[src/rtl/dot_matrix_scanner_if.sv]
// rtl/dot_matrix_scanner_if.sv - host/display signal bundle for the dot matrix scanner
interface dot_matrix_scanner_if #(
  parameter int ROWS  = 16,
  parameter int SEL_W = 4
);
  logic [ROWS-1:0]  in_column;
  logic [SEL_W-1:0] in_index;
  logic             LOAD;
  logic             IN_CLR;
  logic             SWAP;
  logic [SEL_W-1:0] column_seg;
  logic [ROWS-1:0]  out_column;
  logic             COLUMN_CLK;
  logic             OUT_CLR;
  logic             FRAME_END;
  logic             swap_pending;

  modport master (
    output in_column, in_index, LOAD, IN_CLR, SWAP,
    input  column_seg, out_column, COLUMN_CLK, OUT_CLR, FRAME_END, swap_pending
  );

  modport slave (
    input  in_column, in_index, LOAD, IN_CLR, SWAP,
    output column_seg, out_column, COLUMN_CLK, OUT_CLR, FRAME_END, swap_pending
  );
endinterface

[src/rtl/dot_matrix_scanner.sv]
// rtl/dot_matrix_scanner.sv - double-buffered column-scan LED matrix driver
module dot_matrix_scanner #(
  parameter int ROWS     = 16,
  parameter int COLS     = 16,
  parameter int SEL_W    = 4,
  parameter int SCAN_DIV = 1000,
  parameter int BLANK    = 8
) (
  input  logic                CLK,
  input  logic                RESET,
  dot_matrix_scanner_if.slave bus
);
  localparam int DIV_W = $clog2(SCAN_DIV);

  logic [DIV_W-1:0]           div_cnt, div_nxt;
  logic [SEL_W-1:0]           column, col_nxt;
  logic [COLS-1:0][ROWS-1:0]  front, back, front_nxt, back_nxt;
  logic                       load_q;
  logic                       swap_pending_q, swap_pending_nxt;
  logic                       div_last, col_last, boundary, do_swap, write_edge;
  logic [ROWS-1:0]            row_nxt;

  always_comb begin
    div_last = (div_cnt == DIV_W'(SCAN_DIV - 1));
    col_last = (column == SEL_W'(COLS - 1));
    boundary = div_last && col_last;

    div_nxt = div_last ? '0 : div_cnt + 1'b1;
    col_nxt = column;
    if (div_last) begin
      col_nxt = col_last ? '0 : column + 1'b1;
    end

    // The swap copies the pre-edge back buffer, so a same-cycle write only lands in back.
    do_swap   = boundary && (swap_pending_q || bus.SWAP);
    front_nxt = do_swap ? back : front;

    swap_pending_nxt = swap_pending_q;
    if (do_swap) begin
      swap_pending_nxt = 1'b0;
    end else if (bus.SWAP) begin
      swap_pending_nxt = 1'b1;
    end

    // An index at or beyond COLS matches no column, so such writes fall away.
    write_edge = bus.LOAD && !load_q;
    back_nxt   = back;
    if (bus.IN_CLR) begin
      back_nxt = '0;
    end else if (write_edge) begin
      for (int c = 0; c < COLS; c++) begin
        if (bus.in_index == SEL_W'(c)) begin
          back_nxt[c] = bus.in_column;
        end
      end
    end

    row_nxt = '0;
    for (int c = 0; c < COLS; c++) begin
      if (col_nxt == SEL_W'(c)) begin
        row_nxt = front_nxt[c];
      end
    end
  end

  always_ff @(posedge CLK or negedge RESET) begin
    if (!RESET) begin
      div_cnt          <= '0;
      column           <= '0;
      front            <= '0;
      back             <= '0;
      load_q           <= 1'b1;
      swap_pending_q   <= 1'b0;
      bus.column_seg   <= '0;
      bus.out_column   <= '0;
      bus.COLUMN_CLK   <= 1'b0;
      bus.OUT_CLR      <= 1'b1;
      bus.FRAME_END    <= 1'b0;
      bus.swap_pending <= 1'b0;
    end else begin
      div_cnt          <= div_nxt;
      column           <= col_nxt;
      front            <= front_nxt;
      back             <= back_nxt;
      load_q           <= bus.LOAD;
      swap_pending_q   <= swap_pending_nxt;
      // Outputs carry the decode of the state being entered, keeping them fully registered.
      bus.column_seg   <= col_nxt;
      bus.COLUMN_CLK   <= (div_nxt == '0);
      bus.OUT_CLR      <= (32'(div_nxt) < BLANK);
      bus.out_column   <= (32'(div_nxt) >= BLANK) ? row_nxt : '0;
      bus.FRAME_END    <= boundary;
      bus.swap_pending <= swap_pending_nxt;
    end
  end
endmodule
[src/flat_wrapper.sv]
// flat-port wrapper written by rule: the top's interface ports become plain ports
module dot_matrix_scanner_flat 
#(
  parameter int ROWS     = 16,
  parameter int COLS     = 16,
  parameter int SEL_W    = 4,
  parameter int SCAN_DIV = 1000,
  parameter int BLANK    = 8
)
  (CLK, RESET, bus_in_column, bus_in_index, bus_LOAD, bus_IN_CLR, bus_SWAP, bus_column_seg, bus_out_column, bus_COLUMN_CLK, bus_OUT_CLR, bus_FRAME_END, bus_swap_pending);
  dot_matrix_scanner_if #(.ROWS(ROWS), .SEL_W(SEL_W)) bus_i ();
  input  logic CLK;
  input  logic RESET;
  input wire logic [$bits(bus_i.in_column)-1:0] bus_in_column;
  input wire logic [$bits(bus_i.in_index)-1:0] bus_in_index;
  input wire logic [$bits(bus_i.LOAD)-1:0] bus_LOAD;
  input wire logic [$bits(bus_i.IN_CLR)-1:0] bus_IN_CLR;
  input wire logic [$bits(bus_i.SWAP)-1:0] bus_SWAP;
  output wire logic [$bits(bus_i.column_seg)-1:0] bus_column_seg;
  output wire logic [$bits(bus_i.out_column)-1:0] bus_out_column;
  output wire logic [$bits(bus_i.COLUMN_CLK)-1:0] bus_COLUMN_CLK;
  output wire logic [$bits(bus_i.OUT_CLR)-1:0] bus_OUT_CLR;
  output wire logic [$bits(bus_i.FRAME_END)-1:0] bus_FRAME_END;
  output wire logic [$bits(bus_i.swap_pending)-1:0] bus_swap_pending;
  assign bus_i.in_column = bus_in_column;
  assign bus_i.in_index = bus_in_index;
  assign bus_i.LOAD = bus_LOAD;
  assign bus_i.IN_CLR = bus_IN_CLR;
  assign bus_i.SWAP = bus_SWAP;
  assign bus_column_seg = bus_i.column_seg;
  assign bus_out_column = bus_i.out_column;
  assign bus_COLUMN_CLK = bus_i.COLUMN_CLK;
  assign bus_OUT_CLR = bus_i.OUT_CLR;
  assign bus_FRAME_END = bus_i.FRAME_END;
  assign bus_swap_pending = bus_i.swap_pending;
  dot_matrix_scanner #(.ROWS(ROWS), .COLS(COLS), .SEL_W(SEL_W), .SCAN_DIV(SCAN_DIV), .BLANK(BLANK)) u_core (.CLK(CLK), .RESET(RESET), .bus(bus_i));
endmodule
[config.mk]
export PLATFORM = sky130hd
export DESIGN_NAME = dot_matrix_scanner_flat
export DESIGN_NICKNAME = d
export VERILOG_FILES = /design/src/rtl/dot_matrix_scanner_if.sv /design/src/rtl/dot_matrix_scanner.sv /design/src/flat_wrapper.sv
export SDC_FILE = /design/constraint.sdc
export NUM_CORES = 1
export LEC_CHECK = 0
export CORE_MARGIN = 3
export CORE_UTILIZATION = 35
export DETAILED_ROUTE_END_ITERATION = 8
export GPL_TIMING_DRIVEN = 1
export HOLD_SLACK_MARGIN = 0.05
export SLEW_MARGIN = 20
export SYNTH_ARGS = -nofsm -noshare
export SYNTH_HDL_FRONTEND = slang
export SYNTH_SLANG_ARGS = --single-unit
export TNS_END_PERCENT = 5
[constraint.sdc]
create_clock -name CLK -period 2.9 [get_ports CLK]
set_input_delay 0.87 -clock CLK [delete_from_list [all_inputs] [get_ports CLK]]
set_output_delay 0.87 -clock CLK [all_outputs]
set_load 0.03 [all_outputs]
==> results of run 1 <==
-- sequential cells by signal, indices dropped and copies added, names as in the netlist --
register and cells:
u_core.bus.COLUMN_CLK 1, u_core.bus.OUT_CLR 1, u_core.back 256, u_core.load_q 1, u_core.bus.FRAME_END 1, u_core.bus.swap_pending 1
u_core.front 256, u_core.bus.out_column 16, u_core.div_cnt 10, u_core.bus.column_seg 4
-- placed cells by master, fill, tap and decap left out, types with 5 or more instances in the layout --
| cell | instances |
|---|---|
| a211oi_2 | 5 |
| a21o_1 | 8 |
| a21oi_1 | 299 |
| a21oi_2 | 7 |
| a222oi_1 | 10 |
| a22o_1 | 29 |
| a22oi_1 | 10 |
| a31oi_1 | 12 |
| and2_1 | 5 |
| and3_1 | 8 |
| buf_12 | 57 |
| buf_4 | 289 |
| buf_6 | 24 |
| bufinv_16 | 5 |
| clkbuf_1 | 13 |
| clkbuf_16 | 61 |
| clkbuf_8 | 13 |
| clkdlybuf4s50_1 | 45 |
| clkinv_2 | 7 |
| dfrtp_1 | 545 |
| inv_1 | 10 |
| mux2_2 | 65 |
| mux2_4 | 9 |
| mux2i_1 | 6 |
| nand2_1 | 1102 |
| nand2b_1 | 7 |
| nand3_1 | 15 |
| nand4_1 | 5 |
| nor2_1 | 49 |
| nor2b_1 | 5 |
| nor3_1 | 6 |
| nor3_2 | 9 |
| o21ai_0 | 26 |
| o21ai_1 | 10 |
| o21ai_2 | 5 |
| o22a_1 | 9 |
| o22ai_1 | 10 |
| or3_1 | 6 |
-- cells by family (layout without fill, tap and decap cells) --
| family | after synthesis | after routing |
|---|---|---|
| AOI/OAI and AO/OA | 524 | 524 |
| xor gates and xnor gates | 7 | 7 |
| adders and majority gates | 3 | 3 |
| DFF | 547 | 547 |
| and+or+nand+nor | 1253 | 1253 |
| muxes | 81 | 81 |
| buffers and inverters | 192 | 538 |
-- cell type report --
type,count,area (um^2),area share [%]
clock buffer,84,1690,5.50
clock inverter,19,244,0.793
inverter,11,43.8,0.142
multi-input combinational,1868,9810,31.9
sequential,547,13700,44.5
tap,864,1080,3.51
timing repair buffer,424,4190,13.6
-- worst max-delay path, delay by kind of cell (launching register included) --
kind / cells / cell delay [ns]
AO/OA/AOI/OAI: 5 / 0.91
AND/OR/NAND/NOR: 2 / 0.85
buffers and inverters: 3 / 0.49
flip-flops: 1 / 0.41
multiplexers: 1 / 0.28
-- path summary, 6_finish.rpt --
check	endpoint	slack, ns	cells past startpoint
hold / removal	u_core.back[1]	0.14	1
max in group asynchronous	u_core.front[16]	1.78	2
setup / recovery	u_core.bus.out_column[13]	-0.15	11
hold reg to reg	u_core.front[192]	0.47	2
min in group CLK	u_core.front[192]	0.47	2
setup reg to reg	u_core.bus.out_column[13]	-0.15	11
-- what timing repair did --
action / in CTS / in global routing
endpoints found under the setup margin: 16 / 16
resized for setup: 63 / 87
setup buffers: 7 / 13
gates cloned: 1 / 2
endpoints found under the hold margin: 0 / 0
pin swaps: 21 / 33
-- routing by layer --
metal	wire [um]	vias to the layer above	GRT usage [%]	share of wire (%)
met3	5820	175	3.34	7.0
met4	3630	0	9.81	4.4
met1	35700	10500	32.0	43
met2	38000	822	36.6	46
li1	-	9300	-	-
met5	0	-	0	0
-- power breakdown --
group | internal (W) | leakage, nW | switching, W | total, W
clock | 0.00447 | 0.949 | 0.00315 | 0.00762
combinational | 0.000124 | 5.91 | 0.000409 | 0.000534
sequential | 0.00766 | 7.61 | 0.0000141 | 0.00767
-- metrics by stage --
step	hold slack [ns]	setup slack (ns)
after detailed placement	0.450	-1.00
final	0.140	-0.154
after CTS	0.124	-0.180
after floorplan	0.429	-0.0595
after global placement	0.443	-1.01
after global routing	0.138	-0.241
==> impl_metrics.ini, run 1 <==
[timing]
fin_tns_setup_ns = -1.49
finalClockSkew_ns = 0.0153
tightest_slew_ns = 0.662
fmax_mhz = 327
rsz0062_at_grt = yes
fin_crit_sh_pct = 105
setup_violations = 15
fin_crit_ns = 3.05
maxSlewHeadroom_pct = 55.9
worst_slack_ns = -0.154
final_max_slew_viol_count = 0
hold_violations = 0

[logic_synthesis]
synth_ff_type = dfrtp_1
syn_nets = 2635
synth_top_area_share_pct = 57.5
synth_xor_area_share_pct = 0.259
synth_cell_types = 78
synth.yosys.seq_area_share_pct = 57.8
synthArstFlopShare_pct = 100
netlist_top_cells_count = nand2_1 (1106), dfrtp_1 (545), a21oi_1 (306)
synth_mux_area_share_pct = 3.86
yosysMostFrequentCell = nand2_1
synth_area_leaders = dfrtp_1 (58%), nand2_1 (18%), a21oi_1 (6.5%)
yosys.area.top_type = dfrtp_1
ys_ff_latch = 547
synth_compound_area_share_pct = 13.5
ys_warn_count = 0
synth_area_per_cell_um2 = 9.09
netlist_area_mm2 = 0.0237
synth_simple_gate_area_share_pct = 21.1
synth_top_family_by_area = simple AND/OR/NAND/NOR gates
synth_adder_area_share_pct = 0.158
synth_edf_count = 0
syn-instance-count = 2607

[final_layout]
nNetsFinal = 2939
fin_area_mm2 = 0.0308
instances_no_fill = 3817
area_growth_pct = 29.8
drive_above_1_share_pct = 21.9
post-route-util_pct = 46.3
diodes = 0
n_fill_cell = 6165

[routing]
drc = 0
via_per_inst = 5.44
firstDrtPassIters = 8
drt-total-wl_um = 83100
final_antenna_net_count = 0
routedWlPerCell_um = 21.8
via_count = 20800
drt_iter0_drc = 1997

[global_route]
grt_max_degree = 91
overflow = 0
antenna_found_initial = 1
grt_pass1_vias = 21000
track_usage_pct = 23.1
grt_pass1_wl_um = 126000

[pwr]
power.ir.vdd_worst_mv = 0.440
p_total_w = 0.0158
leakage_nw = 14.5
power.density_mw_per_mm2 = 515

[place]
numPlacedInstances = 3691
place.gp.congestion = 0.913
place_area_mm2 = 0.0280
port_buffers = 48
hpwl_um = 55700

[die]
start_util_pct = 35.7
die_y_um = 266
core_mm2 = 0.0665
rows = 94
die_x_um = 266
ios = 49
die_area_mm2 = 0.0709

[setup_path]
end_kind = flop
crit_chain = buf_6, nand4bb_4, or4_4, buf_12, buf_4, mux2_2, o22a_1, o211ai_1, a31oi_4, o21ai_2, a311oi_2
worstPathArrival_ns = 3.55
required_ns = 3.40
crit_fanout = 16
cp_slowest_cell = or4_4
r2r-start = u_core.div_cnt[3]
startpoint = u_core.div_cnt[3]
critPathLaunchType = flop
critPathMaxStageDelay_ns = 0.65
path_class = reg2reg

[run]
timing.max_cap.violations = 0

[clock_tree]
cts_hold_buf = 0
clk_latency_ns = 0.63
cts.htree.levels = 2
clock_sinks = 547
clockRootBuffer = clkbuf_16
clk_path_buf_depth = 3
cts_tree = yes
cts_buffers = 59
path_clk_slew_ns = 0.06

[hold_path]
hold_path.class = in2async

[status]
status = complete, but fails checks
violations = negative setup slack
Power figures use the tool's default switching activity.
==> run 2: changes to the inputs <==
--- a/config.mk
+++ b/config.mk
@@ -11,4 +11,5 @@
 export GPL_TIMING_DRIVEN = 1
 export HOLD_SLACK_MARGIN = 0.05
+export PLACE_DENSITY = 0.63
 export SLEW_MARGIN = 20
 export SYNTH_ARGS = -nofsm -noshare
==> constraint.sdc (replaced) <==
create_clock -name CLK -period 2.9 [get_ports CLK]
set_input_delay 0.87 -clock CLK [delete_from_list [all_inputs] [get_ports CLK]]
set_output_delay 0.87 -clock CLK [all_outputs]
set_load 0.01 [all_outputs]
==> impl_metrics.ini, run 2 (synthesized netlist as in run 1, its figures left out) <==
[setup_path]
end_kind = flop
worstPathArrival_ns = 3.53
crit_fanout = 6
critPathLaunchType = flop
reg2reg_depth = 11
required_ns = 3.40
path_class = reg2reg

[timing]
finalClockSkew_ns = 0.0138
tightest_slew_ns = 0.543
maxSlewHeadroom_pct = 63.8
rsz0062_at_grt = yes
worst_slack_ns = -0.126
fin_tns_setup_ns = -0.918
hold_violations = 0
fin_crit_ns = 3.03
final_max_slew_viol_count = 0
fmax_mhz = 330
fin_crit_sh_pct = 104
setup_violations = 14

[die]
ios = 49
die_x_um = 266
start_util_pct = 35.7
die_area_mm2 = 0.0709
core_mm2 = 0.0665
die_y_um = 266
rows = 94

[global_route]
grt_use_met1_pct = 30.4
grt.met2_usage_pct = 36.3
overflow = 0
grt_max_degree = 93
track_usage_pct = 22.9
grt_use_met3_pct = 5.00
grt_pass1_vias = 20500
grt.busiest_layer = met2
antenna_found_initial = 0
grt_pass1_wl_um = 124000

[clock_tree]
clk_latency_ns = 0.61
clk_path_buf_depth = 3
cts_tree = yes
path_clk_slew_ns = 0.06
clockRootBuffer = clkbuf_16
cts_buffers = 56
cts.htree.levels = 2
clock_sinks = 547
cts_hold_buf = 0

[place]
hpwl_um = 53600
place.gp.congestion = 0.871
place_area_mm2 = 0.0274
numPlacedInstances = 3638
port_buffers = 48

[final_layout]
final_common_cell = nand2_1
post-route-util_pct = 45.2
n_fill_cell = 6084
drive_above_1_share_pct = 20.1
area_growth_pct = 26.9
diodes = 0
instances_no_fill = 3756
nNetsFinal = 2883
multi_input_area_mm2 = 0.00981
reg_top3 = u_core.back x256, u_core.front x256, u_core.bus.out_column x16
final_cell_mix = nand2_1 (1102), dfrtp_1 (545), a21oi_1 (296)
regArea_mm2 = 0.0137
fin_area_mm2 = 0.0301

[routing]
firstDrtPassIters = 5
drc = 0
final_antenna_net_count = 0
via_count = 20600
drt_iter0_drc = 2098
drt-total-wl_um = 82000
via_per_inst = 5.48
routedWlPerCell_um = 21.8

[status]
violations = negative setup slack
status = complete, but fails checks

[pwr]
power.ir.vdd_worst_mv = 0.390
power.density_mw_per_mm2 = 509
leakage_nw = 14.0
p_total_w = 0.0153

[hold_path]
hold_path.class = in2async

[run]
timing.max_cap.violations = 0
-- run 2: cell types whose count changed in the layout (fill, tap and decap cells not counted), moves of 7 or more --
cell,change
buf_12,-14
buf_4,-39
o21ai_0,-7
o21ai_1,+7
-- run 2: power by group --
group | switching [W] | internal, W | total, W
Sequential | 0.0000146 | 0.00766 | 0.00767
Combinational | 0.000397 | 0.000114 | 0.000511
Clock | 0.00301 | 0.00411 | 0.00712
Total | 0.00342 | 0.0119 | 0.0153
-- run 2: final timing paths --
path                                             to              start  slack [ns]
max in group asynchronous           u_core.back[53]              RESET        1.81
setup / recovery           u_core.bus.out_column[8]  u_core.div_cnt[0]       -0.13
hold / removal                      u_core.back[65]              RESET        0.17
hold reg to reg                   u_core.front[111]  u_core.front[111]        0.46
min in group CLK                  u_core.front[111]  u_core.front[111]        0.46
setup reg to reg           u_core.bus.out_column[8]  u_core.div_cnt[0]       -0.13
-- run 2: cell type report --
type / instances / area share [%]
sequential: 547 / 45.5
multi-input combinational: 1868 / 32.6
timing repair buffer: 371 / 12.2
clock buffer: 85 / 5.56
tap: 864 / 3.60
clock inverter: 10 / 0.345
inverter: 11 / 0.137
-- run 2: what timing repair did --
action                                  CTS  global route
buffers inserted                          7            11
gates resized for setup                  79            71
pin swaps                                26            41
endpoints found under the setup margin   16            16
cloned                                    4             2
-- run 2: critical path, stage by stage (launching register included) --
cell and delay [ns]:
dfrtp_1 0.39, ha_4 0.19, nand2_4 0.08, or4_4 0.62, buf_4 0.18, buf_12 0.14
mux2_4 0.30, a222oi_1 0.33, o22a_1 0.21, o21ai_1 0.08, a211o_1 0.23, o21a_1 0.16
-- run 2: per-layer routing --
metal	vias to the layer above	share of wire [%]
met5	-	0
met4	0	4.5
met3	206	8.0
met2	863	46
met1	10300	42
li1	9184	-
-- run 2: per-stage QoR --
stage                     hold slack, ns  setup slack, ns
after global routing               0.183           -0.191
after global placement             0.443            -1.15
after detailed placement           0.449            -1.11
final                              0.173           -0.126
after CTS                          0.173           -0.122
after floorplan                    0.429          -0.0535
